[config.mk]
export PLATFORM = sky130hd
export DESIGN_NAME = ad1868_capture
export DESIGN_NICKNAME = d
export VERILOG_FILES = /design/src/rtl/ad1868_capture.sv
export SDC_FILE = /design/constraint.sdc
export NUM_CORES = 1
export LEC_CHECK = 0
export BUFFER_PORTS_ARGS = -buffer_cell sky130_fd_sc_hd__buf_2
export CORE_MARGIN = 2
export CORE_UTILIZATION = 30
export CTS_CLUSTER_DIAMETER = 150
export DETAILED_ROUTE_END_ITERATION = 8
export PLACE_DENSITY_LB_ADDON = 0.12
export SYNTH_ARGS = -nofsm -noshare
export SYNTH_HDL_FRONTEND = slang
export SYNTH_SLANG_ARGS = --single-unit
export TNS_END_PERCENT = 100
[constraint.sdc]
create_clock -name w_clk -period 2.8 [get_ports w_clk]
set_clock_uncertainty 0.1 [all_clocks]
set_input_delay 0.28 -clock w_clk [delete_from_list [all_inputs] [get_ports w_clk]]
set_output_delay 0.28 -clock w_clk [all_outputs]
set_load 0.02 [all_outputs]
[src/rtl/ad1868_capture.sv]
// AD1868-style serial DAC bus decoder: oversamples the source bus in the MCLK domain,
// captures one word per channel and hands 16-bit samples to the I2S encoder on its latch.
module ad1868_capture #(
    parameter int DATA_BITS   = 18,
    parameter int SYNC_STAGES = 2
) (
    input  logic        w_clk,
    input  logic        i_rst_x,
    input  logic        i_ad_clk,
    input  logic        i_ad_dl,
    input  logic        i_ad_dr,
    input  logic        i_ad_ll,
    input  logic        i_ad_lr,
    input  logic        i_latch,
    output logic [15:0] o_data_l,
    output logic [15:0] o_data_r,
    output logic        o_valid,
    output logic        o_short,
    output logic        o_overrun
);

    localparam int CW = $clog2(DATA_BITS + 1);
    localparam logic [CW-1:0] FULL = CW'(DATA_BITS);

    localparam int B_CLK = 0;
    localparam int B_DL  = 1;
    localparam int B_DR  = 2;
    localparam int B_LL  = 3;
    localparam int B_LR  = 4;
    localparam int B_LAT = 5;

    if (DATA_BITS < 16 || DATA_BITS > 24) begin : g_bad_width
        $error("ad1868_capture: DATA_BITS must be within 16..24");
    end
    if (SYNC_STAGES < 1) begin : g_bad_sync
        $error("ad1868_capture: SYNC_STAGES must be at least 1");
    end

    logic [5:0] async_in;
    logic [5:0] sync_q [SYNC_STAGES];
    logic [5:0] hist_q;
    logic [5:0] cur;

    logic clk_rise;
    logic ll_fall;
    logic lr_fall;
    logic lat_rise;

    logic [DATA_BITS-1:0] sreg_l_q;
    logic [DATA_BITS-1:0] sreg_r_q;
    logic [DATA_BITS-1:0] sreg_l_nxt;
    logic [DATA_BITS-1:0] sreg_r_nxt;
    logic [CW-1:0]        cnt_l_q;
    logic [CW-1:0]        cnt_r_q;
    logic [CW-1:0]        cnt_l_shift;
    logic [CW-1:0]        cnt_r_shift;
    logic [15:0]          pend_l_q;
    logic [15:0]          pend_r_q;
    logic                 fresh_l_q;
    logic                 fresh_r_q;
    logic                 seen_l_q;
    logic                 seen_r_q;

    logic cap_l;
    logic cap_r;
    logic short_l;
    logic short_r;
    logic ovr_l;
    logic ovr_r;

    assign async_in = {i_latch, i_ad_lr, i_ad_ll, i_ad_dr, i_ad_dl, i_ad_clk};

    // Clock and data travel through the same chain so data sampled on a detected
    // clock rise is exactly the value present at the source clock edge.
    always_ff @(posedge w_clk or negedge i_rst_x) begin
        if (!i_rst_x) begin
            for (int unsigned i = 0; i < SYNC_STAGES; i++) begin
                sync_q[i] <= '0;
            end
            hist_q <= '0;
        end else begin
            sync_q[0] <= async_in;
            for (int unsigned i = 1; i < SYNC_STAGES; i++) begin
                sync_q[i] <= sync_q[i-1];
            end
            hist_q <= cur;
        end
    end

    assign cur      = sync_q[SYNC_STAGES-1];
    assign clk_rise =  cur[B_CLK] & ~hist_q[B_CLK];
    assign ll_fall  = ~cur[B_LL]  &  hist_q[B_LL];
    assign lr_fall  = ~cur[B_LR]  &  hist_q[B_LR];
    assign lat_rise =  cur[B_LAT] & ~hist_q[B_LAT];

    // Shift is evaluated before capture so a bit arriving with the latch fall still counts.
    always_comb begin
        sreg_l_nxt  = sreg_l_q;
        sreg_r_nxt  = sreg_r_q;
        cnt_l_shift = cnt_l_q;
        cnt_r_shift = cnt_r_q;
        if (clk_rise) begin
            sreg_l_nxt = {sreg_l_q[DATA_BITS-2:0], cur[B_DL]};
            sreg_r_nxt = {sreg_r_q[DATA_BITS-2:0], cur[B_DR]};
            if (cnt_l_q != FULL) begin
                cnt_l_shift = cnt_l_q + CW'(1);
            end
            if (cnt_r_q != FULL) begin
                cnt_r_shift = cnt_r_q + CW'(1);
            end
        end
    end

    // A capture coinciding with a transfer is not an overrun: the old word leaves this cycle.
    always_comb begin
        cap_l   = ll_fall && (cnt_l_shift == FULL);
        cap_r   = lr_fall && (cnt_r_shift == FULL);
        short_l = ll_fall && (cnt_l_shift != FULL);
        short_r = lr_fall && (cnt_r_shift != FULL);
        ovr_l   = cap_l && fresh_l_q && !lat_rise;
        ovr_r   = cap_r && fresh_r_q && !lat_rise;
    end

    always_ff @(posedge w_clk or negedge i_rst_x) begin
        if (!i_rst_x) begin
            sreg_l_q  <= '0;
            sreg_r_q  <= '0;
            cnt_l_q   <= '0;
            cnt_r_q   <= '0;
            pend_l_q  <= '0;
            pend_r_q  <= '0;
            fresh_l_q <= 1'b0;
            fresh_r_q <= 1'b0;
            seen_l_q  <= 1'b0;
            seen_r_q  <= 1'b0;
        end else begin
            sreg_l_q <= sreg_l_nxt;
            sreg_r_q <= sreg_r_nxt;
            cnt_l_q  <= ll_fall ? '0 : cnt_l_shift;
            cnt_r_q  <= lr_fall ? '0 : cnt_r_shift;

            if (cap_l) begin
                pend_l_q  <= sreg_l_nxt[DATA_BITS-1 -: 16];
                fresh_l_q <= 1'b1;
                seen_l_q  <= 1'b1;
            end else if (lat_rise) begin
                fresh_l_q <= 1'b0;
            end

            if (cap_r) begin
                pend_r_q  <= sreg_r_nxt[DATA_BITS-1 -: 16];
                fresh_r_q <= 1'b1;
                seen_r_q  <= 1'b1;
            end else if (lat_rise) begin
                fresh_r_q <= 1'b0;
            end
        end
    end

    always_ff @(posedge w_clk or negedge i_rst_x) begin
        if (!i_rst_x) begin
            o_data_l  <= '0;
            o_data_r  <= '0;
            o_valid   <= 1'b0;
            o_short   <= 1'b0;
            o_overrun <= 1'b0;
        end else begin
            o_short   <= short_l | short_r;
            o_overrun <= ovr_l | ovr_r;
            if (lat_rise) begin
                o_data_l <= pend_l_q;
                o_data_r <= pend_r_q;
                o_valid  <= o_valid | (seen_l_q & seen_r_q);
            end
        end
    end

endmodule
# Word-level counts from Yosys, hierarchy flattened
# Index checks and enable logic that the tools add are counted.
[totals]
in_bits = 8
regBits = 135
out_inout_bits = 35
wordCells = 62
[op_classes]
n_mux = 11
reduce_logical = 11
eq_ne = 6
n_addsub = 2
bitwise_logic = 12
[ops]
columns = ["operator", "count"]
rows = [
  ["$mux W18", 2],
  ["$mux W5", 6],
  ["$ne A5 B5 Y1 const B", 4],
  ["$add A5 B1 Y5 const B", 2],
  ["$eq A5 B5 Y1 const B", 2],
  ["$logic_and A1 B1 Y1", 8],
  ["$and A1 B1 Y1", 5],
  ["$not A1 Y1", 4],
  ["$reduce_bool A2 Y1", 2],
  ["$mux W1", 3],
  ["$or A1 B1 Y1", 3],
  ["$logic_not A1 Y1", 1],
]

# Longest topological paths before layout
# Gate-level depths: netlist of the first run.
[logic_depth]
ltp_word = 8
mapped_depth = 8

# Least setup slack after synthesis of the first run
# OpenSTA, ideal clock, no wires.
[synth_path]
path_type = "register to register"
start = "register cnt_l_q[0]"
end = "register pend_l_q[10]"
arrival_ns = 2.372
n_path_buf = 1
path_stages_with_launch = 9
t_required_ns = 2.575
slack_ns = 0.203
setup_time_ns = 0.125
period_less_slack_ns = 2.597
cell_sequence = "dfrtp_1 -> inv_1 -> ha_1 -> or3b_1 -> o22ai_1 -> a22oi_1 -> nor4_4 -> buf_6 -> mux2_2"
[synth_via]
elab_chain_len = 5
word_cells_on_any_way = 6
classes_between = "1 x add/sub; 2 x eq/ne; 2 x mux; 1 x reduce/logical"
[synth_lines]
columns = ["element", "line", "source"]
rows = [
  ["from (decl)", "53", "logic [CW-1:0] cnt_l_q;"],
  ["from (signal assigned)", "139", "cnt_l_q <= ll_fall ? '0 : cnt_l_shift;"],
  ["$add A5 B1 Y5 or $ne A5 B5 Y1 (tied branches)", "106, 105", ""],
  ["$mux W5", "105", "if (cnt_l_q != FULL) begin"],
  ["$mux W5 (*)", "102", "if (clk_rise) begin"],
  ["$eq A5 B5 Y1 (*)", "116", "cap_l = ll_fall && (cnt_l_shift == FULL);"],
  ["$logic_and A1 B1 Y1 (*)", "116", ""],
  ["to (signal assigned)", "143", "pend_l_q <= sreg_l_nxt[DATA_BITS-1 -: 16];"],
  ["to (decl)", "57", "logic [15:0] pend_l_q;"],
]
# Every way passes the cells marked *; elsewhere a longest branch is shown, timed or not.
# A chain may end at the register's enable or synchronous reset.

# Final worst setup path of the first run
[layout_path]
start = "register cnt_l_q[0]"
end = "register pend_l_q[0]"
# The elaborated chain is that of the path after synthesis.

==> out/summary.txt, run 1 <==
Comb power frac - 6.0%
met3 usage - 4.11%
Fin. Hold Viols - 0
internal power - 3530 µW
Clk network pwr share - 48.2%
Tmin final - 2.55 ns
H-tree depth - 4
global routing usage on met1 - 14.7%
post-DP HPWL - 6010 µm
core area - 16,500 µm²
Post-Synthesis Cells - 393
Synth Area in XOR/XNOR - 0.868%
die height - 134 µm
Syn Nets - 405
Setup TNS Final - 0 ns
NetSw - 1060 µW
crit path launch type - flop
placed cell area - 5560 µm²
die width - 134 µm
io pins - 43
CTS clk-pin slew, worst paths - 0.06 ns
worst-skew pair later-pin latency - 0.42 ns
transition time of the tightest slew-check pin - 0.798 ns
r2r startpoint - cnt_l_q[0]$_DFF_PN0_
Area Growth Syn to Fin - 23.2%
WP buf/inv - 2
Ys Warns - 0
Total Wirelength - 9570 µm
Final GP Congestion - 0.746
Cell Rows - 47
Total Routing Usage GR - 12.0%
CTS sink cnt - 133
Crit. Startpoint - cnt_l_q[0]$_DFF_PN0_
grt met2 use - 18.6%
Compound-Gate Fraction of Synth Area - 2.28%
synthesis-stage register bit count - 133
area share of the largest cell type after synthesis - 66.0%
Initial Util - 30.5%
CP max stage delay - 0.46 ns
Req. time, crit path - 3.00 ns
CP max-delay cell - dfrtp_1
CP delay by family, top - simple AND/OR/NAND/NOR gates
switching share of power - 23.0%
final instance area - 6220 µm²
IO Port Bufs - 42
Synth cell types - 40
largest net degree at the start of global routing - 54
critical path type - flop to flop
Inserted Diodes - 0
Pleak - 0.00326 µW
worst-path fanout max - 18
WL/cell - 13.9 µm
commonest non-fill, non-tap cells in the layout - 133 x dfrtp_1, 111 x nand2_1, 62 x mux2_2
simple-gate share of the synthesized area - 13.4%
Reg2Reg Setup Slack - 0.25 ns
Max Fclk - 391 MHz
filler instances - 1,610
critical path depth in cells - 8
CTS Root Buffer Type - clkbuf_16
adder-cell share of the synthesized area - 0.992%
DRC errors left - 0
nets - 467
Post-synth top flop - dfrtp_1
layout cells sized above 1 - 33.3%
Final Slew Violations - 0
status - finished, final reports clean
maximum buffer depth of the clock tree - 2
Iter 0 DRT Violations - 147
reg2reg end - pend_l_q[0]$_DFFE_PN0P_
dominant cell type by area after synthesis - dfrtp_1
vias in the first global route - 3,260
via total after detailed routing - 3,042
CTS Buf Count - 17
Worst setup endpoint - pend_l_q[0]$_DFFE_PN0P_
DIE AREA - 17,900 µm²
Peak supply drop - 0.434 mV
CP endpoint kind - flop
Syn Area/Cell - 12.8 µm²
FF-to-FF path depth - 8
Worst EP arrival - 2.75 ns
number of nets with antenna violations after routing - 0
global route hottest layer - met2
RSZ-0062 raised after global routing - no
mux cell area share after synthesis - 14.5%
CTS tree - done
Final setup viols - 0
mapped cell area - 5040 µm²
first-pass GRT wire length - 16,400 µm
largest cells by area after synthesis - dfrtp_1 66%, mux2_2 14%, nand2_1 8.3%
initial antenna violation count - 0
Slew HR - 46.8%
post-synthesis async set-or-reset flop share - 100%
largest family of logic cells by synthesized area - multiplexers
cells along the critical path - inv_1, ha_1, or3b_1, o22ai_1, a22oi_1, nor4_4, buf_12, mux2_2
Sequential Power Share - 45.9%
Post-synth EDFFs - 0
period utilization - 91.2%
Seq/Total Area, Yosys - 66.0%
commonest non-fill, non-tap cell in the layout - dfrtp_1
HP Class - flop to flop
Total Power - 4580 µW
Power Density - 737 nW/µm²
max-cap violation count - 0
post_cts resized - 0
grt ovf - 0
post-DR vias/cell - 4.42
DR pass1 iterations - 6
cell families (layout without fill, tap and decap cells):
| family | count (synthesis) | count (layout) |
|---|---|---|
| AND/OR/NAND/NOR | 148 | 148 |
| flip-flops | 133 | 133 |
| multiplexers | 65 | 65 |
| buffers and inverters | 21 | 96 |
| AO/OA/AOI/OAI | 17 | 17 |
| XOR/XNOR | 5 | 5 |
| adder cells (fa/ha/maj) | 4 | 4 |
worst register-to-register path, delay by kind of cell (launching register included):
family | cells | cell delay [ns]
AO/OA/AOI/OAI | 2 | 0.30
adder cells (fa/ha/maj) | 1 | 0.28
buffers and inverters | 2 | 0.27
flip-flops | 1 | 0.46
multiplexers | 1 | 0.34
AND/OR/NAND/NOR | 2 | 0.68
power by group through the flow:
stage / logic (µW) / registers, µW / clock network, µW
2_1_floorplan: 173 / 2120 / 0
3_3_place_gp: 267 / 2130 / 0
3_5_place_dp: 273 / 2130 / 0
4_1_cts: 283 / 2100 / 2270
5_1_grt: 319 / 2120 / 2380
6_report: 273 / 2100 / 2210
synth_stat cells, drive strengths merged (2+ instances only):
master	n
nor2b	3
nand3	3
nor2	7
nor4	2
clkbuf	9
inv	4
nand2	111
dfrtp	133
o22ai	2
nand2b	4
o21ai	3
buf	8
nand4	3
a21o	2
or3	3
a21oi	4
nor3	3
and2	2
mux2	64
and4bb	2
or2	2
xor2	4
ha	4
o31ai	2
how the worst min path moves through the flow:
stage / start / end / slack [ns] / cells after the start
final: sync_q[11]$_DFF_PN0_ / cur[5]$_DFF_PN0_ / 0.25 / 0
after global routing: sync_q[11]$_DFF_PN0_ / cur[5]$_DFF_PN0_ / 0.26 / 0
after CTS: sync_q[11]$_DFF_PN0_ / cur[5]$_DFF_PN0_ / 0.25 / 0
after detailed placement: i_rst_x / o_data_l[1]$_DFFE_PN0P_ / 0.19 / 1
after global placement: i_rst_x / o_data_l[1]$_DFFE_PN0P_ / 0.18 / 1
after floorplan: i_rst_x / cnt_l_q[0]$_DFF_PN0_ / -0.12 / 0
through the flow:
stage          utilization (%)  instances  hold WS [ns]  worst slack (ns)
6_report                  37.6        688         0.247             0.245
4_1_cts                   37.6        688         0.249             0.264
3_3_place_gp              33.6        649         0.178             0.328
5_1_grt                   37.6        688         0.255             0.125
2_1_floorplan                -        393        -0.116             0.203
3_5_place_dp              33.6        649         0.186             0.276
layer usage:
layer	share of wire [%]	vias to the layer above
met4	2.5	0
met2	48	48
met3	3.6	13
met1	46	1540
met5	0	-
li1	-	1441
area by class of cell:
class	instances	area [µm²]	share of cell area [%]
Timing Repair Buffer	60	382	6.14
Multi-Input combinational cell	239	1630	26.2
Clock buffer	23	488	7.85
Tap cell	220	275	4.43
Clock inverter	9	100	1.61
Sequential cell	133	3330	53.5
Inverter	4	15.0	0.242
sequential cells by signal (all words and copies together) (netlist names), 6 cells and up:
signal	count
sreg_l_q	18
pend_r_q	16
cur	6
sync_q	6
o_data_l	16
o_data_r	16
pend_l_q	16
sreg_r_q	18
timing repair:
action,in CTS,in global routing
hold buffers,7,0
endpoints found under the hold margin,56,0
buffers inserted,0,0
endpoints found under the setup margin,0,0
No activity file was read; power rests on OpenSTA's default activity.
==> inputs of run 2 (changes only) <==
--- a/config.mk
+++ b/config.mk
@@ -5,11 +5,11 @@
 export SDC_FILE = /design/constraint.sdc
 export NUM_CORES = 1
 export LEC_CHECK = 0
-export BUFFER_PORTS_ARGS = -buffer_cell sky130_fd_sc_hd__buf_2
 export CORE_MARGIN = 2
 export CORE_UTILIZATION = 30
 export CTS_CLUSTER_DIAMETER = 150
 export DETAILED_ROUTE_END_ITERATION = 8
+export DONT_BUFFER_PORTS = 1
 export PLACE_DENSITY_LB_ADDON = 0.12
 export SYNTH_ARGS = -nofsm -noshare
 export SYNTH_HDL_FRONTEND = slang
==> run 2 against run 1 <==
Utilization decreased by 1.4 points. Via count is 6.5% lower. Register-to-register slack worse by 0.05 ns. Flip-flop and latch count is the same. Critical endpoint is now pend_l_q[7]$_DFFE_PN0P_. Routed wire length is 2.6% lower. Sequential share of layout area increased by 2.0 points. Clock-buffer cell count decreased by 3. The flow now finishes with violations (hold timing). Die area did not move. Final area shrank 3.6%. Final cell count down 6.4%.
==> out/summary.txt, run 2 (synthesis results as in run 1) <==
IO Port Bufs - 0
transition time of the tightest slew-check pin - 0.554 ns
initial antenna violation count - 0
maximum buffer depth of the clock tree - 2
commonest non-fill, non-tap cell in the layout - dfrtp_1
first-pass GRT wire length - 15,900 µm
max-cap violation count - 0
Cell Rows - 47
critical path type - flop to flop
Setup TNS Final - 0 ns
Final GP Congestion - 0.690
internal power - 3570 µW
Fin. Hold Viols - 133
CTS tree - done
io pins - 43
Total Power - 4600 µW
Area Growth Syn to Fin - 18.8%
status - complete, but fails checks
CP max stage delay - 0.42 ns
Worst EP arrival - 2.80 ns
Initial Util - 30.5%
post-DR vias/cell - 4.42
worst-skew pair later-pin latency - 0.41 ns
Comb power frac - 4.9%
Peak supply drop - 0.418 mV
CTS Root Buffer Type - clkbuf_16
cells along the critical path - inv_1, ha_1, or3b_1, o22ai_1, a22oi_1, nor4_4, buf_4, mux2_2
Slew HR - 62.8%
largest net degree at the start of global routing - 134
worst-path fanout max - 8
CP delay by family, top - simple AND/OR/NAND/NOR gates
CTS Buf Count - 17
RSZ-0062 raised after global routing - no
WL/cell - 14.5 µm
Req. time, crit path - 3.00 ns
Total Wirelength - 9320 µm
die width - 134 µm
post-DP HPWL - 5700 µm
DR pass1 iterations - 4
failing checks - hold timing
Max Fclk - 384 MHz
period utilization - 93.0%
CP endpoint kind - flop
grt ovf - 0
HP Class - input port to asynchronous set/reset pin
Final setup viols - 0
commonest non-fill, non-tap cells in the layout - 132 x dfrtp_1, 111 x nand2_1, 62 x mux2_2
Pleak - 0.00302 µW
DIE AREA - 17,900 µm²
layout cells sized above 1 - 27.1%
switching share of power - 22.4%
hold_buf cts - 6
crit path launch type - flop
Regs by FF count - sreg_l_q x18, sreg_r_q x18
core area - 16,500 µm²
Clk network pwr share - 49.3%
vias in the first global route - 3,059
Inserted Diodes - 0
Tmin final - 2.60 ns
H-tree depth - 4
WP buf/inv - 2
nets - 423
CTS clk-pin slew, worst paths - 0.06 ns
Sequential Power Share - 45.8%
CTS sink cnt - 133
CP max-delay cell - dfrtp_2
Final Slew Violations - 0
Iter 0 DRT Violations - 125
via total after detailed routing - 2,844
die height - 134 µm
Power Density - 767 nW/µm²
DRC errors left - 0
Total Routing Usage GR - 11.5%
NetSw - 1030 µW
number of nets with antenna violations after routing - 0
WHS - -0.536 ns
run 2: metal layers:
layer	GRT usage, %	vias up	share of wire, %
li1	-	1344	-
met1	14.0	1429	44
met2	18.1	58	50
met3	4.19	13	4.2
met4	5.79	0	1.8
met5	0	-	0
run 2: area by class of cell:
type                       count  area (µm²)
multi-input combinational    239        1630
timing repair buffer          16         135
clock buffer                  20         457
sequential                   133        3330
fill                        1608       10500
clock inverter                12         153
tap                          220         275
inverter                       4        15.0
run 2: what timing repair did:
item / 4_1_cts / 5_1_grt
gates resized for setup: 0 / 1
buffers inserted: 0 / 0
endpoints found under the setup margin: 0 / 14
hold endpoints to repair: 139 / 133
run 2: worst register-to-register path, cell delays in order (launching register included):
cell and delay, ns:
dfrtp_2 0.42, inv_1 0.07, ha_1 0.29, or3b_1 0.39, o22ai_1 0.14, a22oi_1 0.15
nor4_4 0.33, buf_4 0.24, mux2_2 0.35
run 2: per-stage QoR:
step | cell area [µm²] | util, % | std cells | setup WS (ns)
final | 5990 | 36.3 | 644 | 0.196
after global routing | 5990 | 36.3 | 644 | 0.0217
after CTS | 5990 | 36.3 | 644 | 0.0988
after detailed placement | 5320 | 32.2 | 606 | 0.110
after global placement | 5320 | 32.2 | 606 | 0.220
after floorplan | 5040 | - | 393 | 0.203
run 2: power groups by stage:
stage	clock (µW)	combinational, µW	sequential (µW)
6_report	2270	224	2100
3_3_place_gp	0	217	2130
3_5_place_dp	0	223	2140
4_1_cts	2340	230	2100
5_1_grt	2430	261	2120
2_1_floorplan	0	173	2120
run 2: final timing paths:
path                                      start                      end  slack, ns  cells past startpoint
setup / recovery           cnt_l_q[0]$_DFF_PN0_  pend_l_q[7]$_DFFE_PN0P_       0.20                      8
hold / removal                          i_rst_x  sreg_l_q[0]$_DFFE_PN0N_      -0.54                      0
setup reg to reg           cnt_l_q[0]$_DFF_PN0_  pend_l_q[7]$_DFFE_PN0P_       0.20                      8
hold reg to reg             sync_q[6]$_DFF_PN0_         cur[0]$_DFF_PN0_       0.25                      0
max in group asynchronous               i_rst_x   sreg_l_q[10]$_DFF_PN0_       2.97                      0
min in group w_clk          sync_q[6]$_DFF_PN0_         cur[0]$_DFF_PN0_       0.25                      0
